**src/rtl/multisim_arb_pkg.sv**
```systemverilog
// Shared types for the push arbiter: buffer state enum and source-index width helper.
package multisim_arb_pkg;

    typedef enum logic {
        EMPTY = 1'b0,
        FULL  = 1'b1
    } state_e;

    // Source index width; never narrower than one bit.
    function automatic int idw(input int n);
        return (n > 2) ? $clog2(n) : 1;
    endfunction

endpackage

```
**src/rtl/multisim_push_arbiter_if.sv**
```systemverilog
// Requester-side and server-side handshake bundle of the push arbiter.
interface multisim_push_arbiter_if #(
    parameter int NUM_REQ    = 4,
    parameter int DATA_WIDTH = 64
);
    import multisim_arb_pkg::*;
    localparam int IDW = idw(NUM_REQ);

    logic [NUM_REQ-1:0]                 req_vld;
    logic [NUM_REQ-1:0]                 req_rdy;
    logic [NUM_REQ-1:0][DATA_WIDTH-1:0] req_data;
    logic                               out_vld;
    logic                               out_rdy;
    logic [DATA_WIDTH-1:0]              out_data;
    logic [IDW-1:0]                     out_src;

    modport slave (
        input  req_vld, req_data, out_rdy,
        output req_rdy, out_vld, out_data, out_src
    );

    modport master (
        output req_vld, req_data, out_rdy,
        input  req_rdy, out_vld, out_data, out_src
    );

endinterface

```
**src/rtl/multisim_rr_arbiter.sv**
```systemverilog
// Combinational round-robin grant: first valid request at or above ptr, wrapping.
module multisim_rr_arbiter
    import multisim_arb_pkg::*;
#(
    parameter  int NUM_REQ = 4,
    localparam int IDW     = idw(NUM_REQ)
) (
    input  logic [NUM_REQ-1:0] req,
    input  logic [IDW-1:0]     ptr,
    output logic [NUM_REQ-1:0] gnt,
    output logic [IDW-1:0]     gnt_idx,
    output logic               gnt_vld
);

    always_comb begin
        int idx;
        idx     = 0;
        gnt     = '0;
        gnt_idx = '0;
        gnt_vld = 1'b0;
        // ptr is always < NUM_REQ, so one conditional subtract is a full modulo.
        for (int k = 0; k < NUM_REQ; k++) begin
            idx = int'(ptr) + k;
            if (idx >= NUM_REQ) idx = idx - NUM_REQ;
            if (!gnt_vld && req[idx]) begin
                gnt_vld = 1'b1;
                gnt_idx = IDW'(idx);
            end
        end
        if (gnt_vld) gnt[gnt_idx] = 1'b1;
    end

endmodule

```
**src/rtl/multisim_push_arbiter.sv**
```systemverilog
// Round-robin N:1 push arbiter with a one-word output buffer.
// Optional per-requester accept counters enabled by MULTISIM_PUSH_ARB_STATS_EN.
module multisim_push_arbiter
    import multisim_arb_pkg::*;
#(
    parameter int NUM_REQ    = 4,
    parameter int DATA_WIDTH = 64
) (
    input  logic                     clk,
    input  logic                     rst_n,
    multisim_push_arbiter_if.slave   bus,
    output logic [NUM_REQ-1:0][31:0] stat_cnt
);

    localparam int IDW = idw(NUM_REQ);

    state_e                state_q, state_d;
    logic [DATA_WIDTH-1:0] data_q, data_d;
    logic [IDW-1:0]        src_q, src_d;
    logic [IDW-1:0]        ptr_q, ptr_d;

    logic [NUM_REQ-1:0]    gnt;
    logic [IDW-1:0]        gnt_idx;
    logic                  gnt_vld;
    logic                  load_ok;
    logic                  accept;

    multisim_rr_arbiter #(.NUM_REQ(NUM_REQ)) u_rr (
        .req     (bus.req_vld),
        .ptr     (ptr_q),
        .gnt     (gnt),
        .gnt_idx (gnt_idx),
        .gnt_vld (gnt_vld)
    );

    // rst_n gates readiness so nothing looks accepted while reset is held.
    assign load_ok     = ((state_q == EMPTY) || bus.out_rdy) && rst_n;
    assign bus.req_rdy = gnt & {NUM_REQ{load_ok}};
    assign accept      = gnt_vld && load_ok;

    always_comb begin
        state_d = state_q;
        data_d  = data_q;
        src_d   = src_q;
        ptr_d   = ptr_q;
        if (accept) begin
            state_d = FULL;
            data_d  = bus.req_data[gnt_idx];
            src_d   = gnt_idx;
            ptr_d   = (gnt_idx == IDW'(NUM_REQ-1)) ? '0 : gnt_idx + 1'b1;
        end else if (state_q == FULL && bus.out_rdy) begin
            state_d = EMPTY;
        end
    end

    always_ff @(posedge clk or negedge rst_n) begin
        if (!rst_n) begin
            state_q <= EMPTY;
            data_q  <= '0;
            src_q   <= '0;
            ptr_q   <= '0;
        end else begin
            state_q <= state_d;
            data_q  <= data_d;
            src_q   <= src_d;
            ptr_q   <= ptr_d;
        end
    end

    assign bus.out_vld  = (state_q == FULL);
    assign bus.out_data = data_q;
    assign bus.out_src  = src_q;

`ifdef MULTISIM_PUSH_ARB_STATS_EN
    logic [NUM_REQ-1:0][31:0] cnt_q, cnt_d;

    always_comb begin
        cnt_d = cnt_q;
        if (accept) cnt_d[gnt_idx] = cnt_q[gnt_idx] + 32'd1;
    end

    always_ff @(posedge clk or negedge rst_n) begin
        if (!rst_n) cnt_q <= '0;
        else        cnt_q <= cnt_d;
    end

    assign stat_cnt = cnt_q;
`else
    assign stat_cnt = '0;
`endif

endmodule
```
**src/flat_wrapper.sv**
```systemverilog
// flat-port wrapper written by rule: the top's interface ports become plain ports
module multisim_push_arbiter_flat import multisim_arb_pkg::*;
#(
    parameter int NUM_REQ    = 4,
    parameter int DATA_WIDTH = 64
)
  (clk, rst_n, stat_cnt, bus_req_vld, bus_req_data, bus_out_rdy, bus_req_rdy, bus_out_vld, bus_out_data, bus_out_src);
  multisim_push_arbiter_if #(.NUM_REQ(NUM_REQ), .DATA_WIDTH(DATA_WIDTH)) bus_i ();
  input  logic clk;
  input  logic rst_n;
  output logic [NUM_REQ-1:0][31:0] stat_cnt;
  input wire logic [$bits(bus_i.req_vld)-1:0] bus_req_vld;
  input wire logic [$bits(bus_i.req_data)-1:0] bus_req_data;
  input wire logic [$bits(bus_i.out_rdy)-1:0] bus_out_rdy;
  output wire logic [$bits(bus_i.req_rdy)-1:0] bus_req_rdy;
  output wire logic [$bits(bus_i.out_vld)-1:0] bus_out_vld;
  output wire logic [$bits(bus_i.out_data)-1:0] bus_out_data;
  output wire logic [$bits(bus_i.out_src)-1:0] bus_out_src;
  assign bus_i.req_vld = bus_req_vld;
  assign bus_i.req_data = bus_req_data;
  assign bus_i.out_rdy = bus_out_rdy;
  assign bus_req_rdy = bus_i.req_rdy;
  assign bus_out_vld = bus_i.out_vld;
  assign bus_out_data = bus_i.out_data;
  assign bus_out_src = bus_i.out_src;
  multisim_push_arbiter #(.NUM_REQ(NUM_REQ), .DATA_WIDTH(DATA_WIDTH)) u_core (.clk(clk), .rst_n(rst_n), .bus(bus_i), .stat_cnt(stat_cnt));
endmodule
```
**config.mk**
```make
export PLATFORM = sky130hd
export DESIGN_NAME = multisim_push_arbiter_flat
export DESIGN_NICKNAME = d
export VERILOG_FILES = /design/src/rtl/multisim_arb_pkg.sv /design/src/rtl/multisim_push_arbiter_if.sv /design/src/rtl/multisim_rr_arbiter.sv /design/src/rtl/multisim_push_arbiter.sv /design/src/flat_wrapper.sv
export SDC_FILE = /design/constraint.sdc
export NUM_CORES = 1
export LEC_CHECK = 0
export ABC_AREA = 1
export CAP_MARGIN = 10
export CORE_AREA = 4 4 176 178
export CTS_CLUSTER_SIZE = 20
export DETAILED_ROUTE_END_ITERATION = 10
export DIE_AREA = 0 0 180 182
export GPL_ROUTABILITY_DRIVEN = 0
export SKIP_CTS_REPAIR_TIMING = 1
export SLEW_MARGIN = 10
export SYNTH_ARGS = -nofsm -noshare
export SYNTH_HDL_FRONTEND = slang
export SYNTH_SLANG_ARGS = --single-unit
export TNS_END_PERCENT = 20
```
**constraint.sdc**
```tcl
create_clock -name clk -period 2.8 [get_ports clk]
set_input_delay 0.56 -clock clk [delete_from_list [all_inputs] [get_ports clk]]
set_output_delay 0.56 -clock clk [all_outputs]
set_load 0.05 [all_outputs]
```
# After elaboration in Yosys (flattened, before gate mapping)
# Cells that the tools add are included.
# totals
reg_bits,69
elab_cells,69
in_bits,263
output_inout_bits,199
# op_classes
eq_ne,1
n_lt_le_gt_ge,10
bitwise_logic,2
reduce_logical,12
muxes,32
addsub,8
# op_table
cell,n
binary-select mux 64 bit (select 2 bit),1
"less-than comparator 32 x 4 -> 1 bit, second input constant",4
two-way mux 32 bit,4
two-way mux 64 bit,1
two-way mux 1 bit,15
"subtractor 3 x 3 -> 4 bit, second input constant",3
two-way mux 2 bit,5
">= comparator 3 bit, second input constant",3
binary-select mux 1 bit (select 2 bit),4
logical AND 1 bit,7
"adder 2 x 2 -> 3 bit, second input constant",2
AND 4 bit,1
two-way mux 4 bit,1
"subtractor 2 x 3 -> 4 bit, second input constant",1
"adder 2 x 1 -> 3 bit, second input constant",1
">= comparator 2 x 3 -> 1 bit, second input constant",1
zero test 1 bit,3
"less-than comparator 2 x 3 -> 1 bit, second input constant",1
"adder 2 x 1 -> 2 bit, second input constant",1
demux 1 bit (select 2 bit),1
"equality test 2 bit, second input constant",1
">= comparator 2 x 1 -> 1 bit, second input constant",1
nonzero test 2 bit,1
logical OR 1 bit,1
NOT 1 bit,1

# Longest topological paths before layout
# Gate-level depths: netlist (run 1).
# logic_depth
word_depth,21
mapped_depth,16
mapped_depth_nobuf,14

# By module
# Synthesis (run 1) repeated with hierarchy kept, for this count alone.
# hier_totals
cells_unflattened,1248
hier_area_um2,7006.7
# by_module_without_submodules
module,n_inst,seq_area_each_um2,area_per_inst_um2,cells_each
multisim_push_arbiter,1,1726.7,6620.1,1178
multisim_rr_arbiter,1,0.0,386.6,70

# Worst setup path after synthesis (run 1)
# No wires, ideal clock.
# synth_timing
path_kind,in2out
from,in bus_req_vld[1]
to,out bus_req_rdy[3]
path_buffers,2
stages,14
slack_ps,-260
arrival_ps,2500
cell_sequence,inv_1 nand2_1 nand3_1 nand2_1 inv_1 nand2_1 nand2_2 nand3_4 buf_2 buf_2 inv_1 ha_1 inv_1 nor2_1
# synth_between
elab_chain_cells,19
word_cells_on_any_way,33
classes_between,2 x order compare; 23 x mux; 1 x bitwise; 7 x reduce/logical
# synth_lines
element,line,rtl
start: declaration,flat_wrapper.sv:12,input wire logic [$bits(bus_i.req_vld)-1:0] bus_req_vld;
binary-select mux 1 bit (select 2 bit),multisim_rr_arbiter.sv:25,if (!gnt_vld && req[idx]) begin
two-way mux 1 bit (implied by the code) (2 in series),multisim_rr_arbiter.sv:25,
two-way mux 1 bit,multisim_rr_arbiter.sv:25,
zero test 1 bit,multisim_rr_arbiter.sv:25,
logical AND 1 bit,multisim_rr_arbiter.sv:25,
two-way mux 1 bit,multisim_rr_arbiter.sv:25,
zero test 1 bit,multisim_rr_arbiter.sv:25,
logical AND 1 bit,multisim_rr_arbiter.sv:25,
(+2 left out),--,
logical AND 1 bit,multisim_rr_arbiter.sv:25,
two-way mux 2 bit,multisim_rr_arbiter.sv:25,
less-than comparator 2 x 3 -> 1 bit (implied by the code) / >= comparator 2 x 1 -> 1 bit (equally long branches),multisim_rr_arbiter.sv:30,if (gnt_vld) gnt[gnt_idx] = 1'b1;
logical AND 1 bit (implied by the code),multisim_rr_arbiter.sv:30,
two-way mux 1 bit (implied by the code),multisim_rr_arbiter.sv:30,
demux 1 bit (select 2 bit),multisim_rr_arbiter.sv:30,
two-way mux 4 bit *,multisim_rr_arbiter.sv:30,
AND 4 bit *,multisim_push_arbiter.sv:38,assign bus.req_rdy = gnt & {NUM_REQ{load_ok}};
end: declaration,flat_wrapper.sv:15,output wire logic [$bits(bus_i.req_rdy)-1:0] bus_req_rdy;
# Every way passes the cells marked *; elsewhere a longest branch is shown, timed or not. The select of a mux whose other input is x is not followed.

# Final worst setup path (run 1)
# layout_timing
from,reg u_core.ptr_q[0]
to,out bus_req_rdy[1]
# layout_between
elab_chain_cells,21
word_cells_on_any_way,48
classes_between,7 x add/sub; 6 x order compare; 27 x mux; 1 x bitwise; 7 x reduce/logical
# layout_lines
element,line,rtl
start: declaration,multisim_push_arbiter.sv:20,"logic [IDW-1:0] ptr_q, ptr_d;"
start signal: assignment,multisim_push_arbiter.sv:66,ptr_q <= ptr_d;
"parallel branches: the longest is 19 deep, another holds subtractor 3 x 3 -> 4 bit",--,
two-way mux 4 bit *,multisim_rr_arbiter.sv:30,
AND 4 bit *,multisim_push_arbiter.sv:38,
# Every way passes the cells marked *. The select of a mux whose other input is x is not followed.

==> summary.txt, run 1 <==
Global route
  • Largest net degree at the start of global routing: 69
  • Vias in the first global route: between 6000 and 7000
  • Initial antenna violation count: 1
  • Gr usage total: 0.135
  • Total grt overflow: 0
  • First-pass GRT wire length: roughly 36 mm

Setup path
  • Slowest-stage cell, CP: dfrtp_2
  • Max stage delay on crit path: about 0.47 ns
  • FF-to-FF End: u_core.bus.out_data[3]$_DFFE_PN0P_
  • Kind of cell adding the most delay to the critical path: simple AND/OR/NAND/NOR gates
  • Most used cell, CP: nand2_2
  • Reg2reg path depth: 15
  • WP data arrival: 2.19 ns
  • CP Class: reg -> out
  • Flop-to-flop setup slack: roughly 0.46 ns
  • Critical path, cell by cell: clkinv_4 -> buf_6 -> nand2_2 -> nand3_2 -> nand2_2 -> nor2_4 -> nand3_1 -> nand3_4 -> inv_4 -> ha_1 -> inv_1 -> nor2_2 -> buf_12
  • Total stage count of the critical path: 13
  • CP Launch Point: u_core.ptr_q[0]$_DFFE_PN0P_
  • Worst Path Required: 2.24 ns
  • FF-to-FF Start: u_core.ptr_q[0]$_DFFE_PN0P_
  • Worst Path Buf+Inv: 5
  • Critical Path Sink Type: output port
  • Startpoint Class: register
  • Worst-path fanout max: 6

Power and ir drop
  • Leak: about 5.3 nW
  • Power after layout: between 0.01 and 0.015 W
  • Psw: between 0.007 and 0.008 W
  • Seq pwr share: 0.142
  • Sw Ratio: 0.565
  • Worst vdd ir: roughly 0.9 mV
  • Combinational share of power: 0.764
  • Internal: 0.00560 W
  • Pwr dens: approximately 1200 nW/µm²
  • Clock network fraction of total power: 0.093

Finish
  • Number of diodes: 0
  • Nets: between 1500 and 2000
  • Area growth syn-to-layout: 59.6%
  • Share of layout cells above drive strength 1: 0.0854
  • FILL cells: between 3000 and 4000
  • Area occupied by multi-input gates: approximately 3400 µm²
  • Sequential Area: 1730 µm²

Yosys
  • Cell count after synthesis: between 1000 and 1500
  • Synth Flop Type: dfrtp_1
  • EDFF count, synth: 0
  • Mapped cell area: about 6500 µm²
  • Synth Register Bits: 69
  • Fraction of registers with async set/reset: 1.00
  • Synth area leaders: dfrtp_1 27%, nand2_1 17%, buf_4 15%
  • Mean post-synth cell area: about 6.4 µm²
  • Top cell type's share of synthesized area: 0.266
  • Cell accounting for the most synthesized area: dfrtp_1
  • Distinct cells, synth: 30
  • Synth warnings: 0
  • Sequential share of the synthesized area: 0.266

Floorplan
  • Initial Util: 0.221
  • Core area: around 29000 µm²
  • Die Wd: 180 µm
  • DIE AREA: about 33000 µm²
  • Ports: 462
  • Die height: roughly 180 µm
  • Placement row count: 63

Run
  • Max-Cap Viols: 0

Routing
  • Routed WL: approximately 24 mm
  • Metal3 WL: 2.40 mm
  • Met1 wire length: ~9.4 mm
  • DRC Markers: 0
  • Vias/cell: approximately 4.0
  • Wire length on met2: about 12 mm
  • Vias post-DR: 7032
  • Antenna-violating nets left: 0
  • Max Used Layer: met5
  • 1st-iter DRT viols: roughly 220
  • First drt pass iteration count: 6
  • WL/cell: approximately 14 µm

Clock tree
  • Clock sinks: 69
  • CTS root buffer: clkbuf_16
  • Clk_lat worst skew: around 0.34 ns
  • Clock-pin slew on the worst setup and hold paths: ~0.070 ns
  • CTS Buf Count: 9
  • CTS tree: built
  • H-tree depth: 3
  • Clock buffer depth: 2

Timing
  • Period minus WS final: 2.75 ns
  • Worst-Margin Slew: ~0.6 ns
  • Hold Violations, Final: 0
  • Hold slack: roughly 0.30 ns
  • Final period utilization: 0.981
  • Max Freq: about 360 MHz
  • Max Slew Vio Count: 0
  • RSZ-0062 raised after global routing: yes
  • Final TNS setup: 0 ns
  • Slew margin rel.: 0.593
  • Setup Viol. Count Final: 0
  • Post-Route Skew: 0.00687 ns

Run status
  • Outcome: complete, no violations

Placement
  • Dpl hpwl: between 15 and 20 mm
  • PortBufs: roughly 330

Worst hold path
  • Hold Path Class: in -> async
## Yosys cell counts (2+ instances only)
library cell / n
nand2_1: 293
inv_1: 182
nand3_1: 134
buf_4: 131
dfrtp_1: 69
o211ai_1: 43
nand4_1: 42
or2_1: 33
buf_2: 29
clkbuf_1: 16
or2_2: 10
buf_1: 7
nor2_1: 7
inv_2: 4
ha_1: 2
nand2_2: 2
nand3_2: 2
nand3_4: 2
## cell type report
type	instances	share of cell area
clock buffers	9	0.0218
clock inverters	7	0.00725
inverters	186	0.0684
multi-input cells	707	0.331
flip-flops and latches	69	0.167
well taps	390	0.0471
repair buffers	369	0.358
## cell families after synthesis
| family | after synthesis | synth area share |
|---|---|---|
| and+or+nand+nor | 529 | 0.377 |
| buffers and inverters | 371 | 0.298 |
| DFF | 69 | 0.266 |
| AOI/OAI and AO/OA | 48 | 0.0546 |
| adders and majority gates | 2 | 0.00386 |
| other | 1 | 0.000578 |
## cells in the final DEF (no fill, tap or decap), types with 3 or more instances in the layout
cell	netlist	layout
buf_12	0	7
nand2_4	1	3
clkdlybuf4s50_1	0	324
nand3_4	2	4
nor2_2	1	3
dlymetal6s2s_1	0	4
inv_1	182	174
or2_2	10	10
nand2_1	293	281
buf_4	131	30
buf_6	1	4
o211ai_1	43	43
conb_1	1	128
nand3_1	134	129
nor2_4	1	4
clkinvlp_4	0	3
nand4_1	42	42
nand3_2	2	5
or2_1	33	33
nand2_2	2	12
clkbuf_16	0	9
dfrtp_1	69	67
inv_2	4	9
## flip-flops by register name, summed over array words and instances, names as in the netlist
| signal | count |
|---|---|
| u_core.bus.out_vld | 1 |
| u_core.ptr_q | 2 |
| u_core.bus.out_src | 2 |
| u_core.bus.out_data | 64 |
## power groups by stage
stage               registers (W)  logic [W]  clock network, W
floorplan                 0.00344    0.00509                 0
global placement          0.00182    0.00958                 0
detailed placement        0.00183    0.00963                 0
CTS                       0.00183    0.00965           0.00127
global route              0.00190     0.0108           0.00131
finish                    0.00183    0.00983           0.00120
## layer usage
layer	global-route usage	vias up
li1	-	3548
met1	0.153	3143
met2	0.238	316
met3	0.0577	23
met4	0.0265	2
met5	0	-
## per-stage QoR
stage          worst slack [ns]  area [µm²]  std cells  utilization
2_1_floorplan           -0.0486        6970       1147            -
3_3_place_gp            -0.0642        9890       1718        0.336
3_5_place_dp             -0.101        9890       1718        0.336
4_1_cts                  -0.102       10200       1734        0.346
5_1_grt                 -0.0704       10300       1737        0.352
6_report                 0.0520       10300       1737        0.352
## how the worst max path moves through the flow
stage                      to  slack [ns]
3_5_place_dp   bus_req_rdy[1]       -0.10
4_1_cts        bus_req_rdy[1]       -0.10
2_1_floorplan  bus_req_rdy[3]       -0.05
3_3_place_gp   bus_req_rdy[1]       -0.06
6_report       bus_req_rdy[1]        0.05
5_1_grt        bus_req_rdy[1]       -0.07
Note: power is estimated with default switching activity, not from simulation.
==> inputs of run 2 (changes only) <==
Settings changed: GPL_TIMING_DRIVEN set to 0.
==> run 2 against run 1 <==
  * The flow now finishes with violations (negative setup slack)
  * Worst setup slack lost 0.39 ns
  * Critical path depth is 2 higher
  * Final area rose by 11%
  * Via count is 7.7% higher
  * Clock-buffer cell count up 2
  * Critical path type unchanged
  * Largest cell class unchanged
==> summary.txt, run 2 (synthesis gave the netlist of run 1 again) <==
Run status
  • Outcome: finished, violations left
  • Failing checks: negative setup slack

Routing
  • Wire length on met2: 13.9 mm
  • Met1 wire length: 11.5 mm
  • Metal3 WL: 2.48 mm
  • Antenna-violating nets left: 0
  • First drt pass iteration count: 5
  • WL/cell: 14.9 µm
  • DRC Markers: 0
  • 1st-iter DRT viols: roughly 260
  • Routed WL: between 20 and 30 mm
  • Vias/cell: about 4
  • Vias post-DR: about 7600
  • Max Used Layer: met4

Timing
  • Worst-Margin Slew: 0.602 ns
  • RSZ-0062 raised after global routing: yes
  • Hold Violations, Final: 0
  • Max Freq: about 320 MHz
  • Max Slew Vio Count: 0
  • Period minus WS final: ~3.1 ns
  • Slew margin rel.: 0.597
  • Fin worst setup slack: -0.338 ns
  • Final period utilization: 1.12
  • Setup Viol. Count Final: 4
  • Post-Route Skew: 0.0111 ns
  • Hold slack: 0.145 ns

Finish
  • Area growth syn-to-layout: 77.0%
  • Layout Cells excl Fill: approximately 1900
  • Commonest non-fill, non-tap cell in the layout: clkdlybuf4s50_1
  • Largest register FFs: between 60 and 70
  • Commonest non-fill, non-tap cells in the layout: 324 x clkdlybuf4s50_1, 278 x nand2_1, 175 x inv_1, 149 x buf_4, 131 x nand3_1
  • Number of diodes: 0
  • Nets: between 1500 and 2000
  • End-of-flow core utilization: 0.390
  • Share of layout cells above drive strength 1: 0.172

Floorplan
  • Initial Util: 0.221
  • Die height: between 150 and 200 µm
  • DIE AREA: approximately 33000 µm²
  • Die Wd: about 180 µm
  • Placement row count: 63
  • Ports: 462
  • Core area: 29400 µm²

Setup path
  • Max stage delay on crit path: approximately 0.45 ns
  • Worst Path Required: approximately 2.2 ns
  • Critical Path Sink Type: output port
  • Worst Path Buf+Inv: 6
  • Worst-path fanout max: 8
  • Kind of cell adding the most delay to the critical path: simple AND/OR/NAND/NOR gates
  • Most used cell, CP: nand2_2
  • Slowest-stage cell, CP: dfrtp_2
  • Critical path, cell by cell: buf_6 -> nand2_2 -> nand2_2 -> nand2_2 -> nand2_2 -> nor2_4 -> nand3_4 -> nand3_4 -> buf_8 -> buf_12 -> clkinvlp_4 -> ha_4 -> inv_2 -> nor2_4 -> buf_8
  • WP data arrival: around 2.6 ns
  • CP Class: reg -> out
  • Startpoint Class: register

Run
  • Max-Cap Viols: 0

Placement
  • Dpl hpwl: roughly 23 mm
  • Placed cell count: between 1500 and 2000
  • Place WS: -1.68 ns
  • PortBufs: ~330

Global route
  • Gr usage total: 0.163
  • Vias in the first global route: between 7000 and 8000
  • Total grt overflow: 0
  • First-pass GRT wire length: approximately 42 mm
  • Largest net degree at the start of global routing: 46
  • Initial antenna violation count: 1

Worst hold path
  • Hold Path Class: in -> async

Clock tree
  • Clock buffer depth: 2
  • CTS tree: built
  • CTS Buf Count: 9
  • Clock-pin slew on the worst setup and hold paths: about 0.070 ns
  • Clock sinks: 69
  • H-tree depth: 3
  • CTS root buffer: clkbuf_16
  • Clk_lat worst skew: about 0.34 ns

Power and ir drop
  • Pwr dens: about 1200 nW/µm²
  • Leak: ~6 nW
  • Worst vdd ir: around 0.45 mV
[run 2: cell count changes in the layout (fill, tap and decap cells not counted), sizes merged]
cell    before  now
clkbuf       9   30
inv        186  185
buf         41  190
clkinv       3    2
[run 2: worst paths after layout]
path	start	endpoint	slack, ns	cells past startpoint
worst min-delay path	rst_n	u_core.bus.out_data[26]$_DFFE_PN0P_	0.14	1
worst min register to register	u_core.bus.out_data[29]$_DFFE_PN0P_	u_core.bus.out_data[29]$_DFFE_PN0P_	0.48	2
worst max register to register	u_core.ptr_q[0]$_DFFE_PN0P_	u_core.bus.out_data[36]$_DFFE_PN0P_	0.32	11
max in group asynchronous	rst_n	u_core.bus.out_data[38]$_DFFE_PN0P_	2.05	2
min in group clk	u_core.bus.out_data[29]$_DFFE_PN0P_	u_core.bus.out_data[29]$_DFFE_PN0P_	0.48	2
worst max-delay path	u_core.ptr_q[0]$_DFFE_PN0P_	bus_req_rdy[3]	-0.34	15
[run 2: worst register-to-register path, cell delays in order (launching register included)]
cell and delay (ns):
dfrtp_2 0.43, buf_2 0.18, nand2_1 0.09, nand3_2 0.10, inv_1 0.05, a31oi_1 0.27, nand3_4 0.15, buf_4 0.16
nor2_2 0.38, buf_2 0.33, o211ai_1 0.17, nand3_1 0.11
[run 2: layer usage]
metal,up-vias,GRT usage
met2,304,0.288
li1,3883,-
met3,17,0.0539
met4,0,0.0338
met5,-,0
met1,3370,0.193
[run 2: stage by stage]
step / area (µm²) / setup TNS (ns) / power, W
after floorplan: 6970 / -0.100 / 0.00853
final: 11500 / -1.13 / 0.0139
after CTS: 11100 / -6.57 / 0.0133
after detailed placement: 10800 / -19.57 / 0.0120
after global placement: 10800 / -315.41 / 0.0119
after global routing: 11500 / -1.75 / 0.0151
[run 2: cell type report]
type                    instances  area (µm²)
fillers                      3123       17900
repair buffers                353        3520
multi-input cells             707        3450
flip-flops and latches         69        1730
plain buffers                 184        1270
inverters                     186         709
well taps                     390         488
clock buffers                  11         253
clock inverters                 5        58.8
[run 2: power by group]
| group | switching [W] | internal, W |
|---|---|---|
| combinational | 0.00711 | 0.00372 |
| sequential | 0.000303 | 0.00153 |
| clock | 0.000491 | 0.000740 |
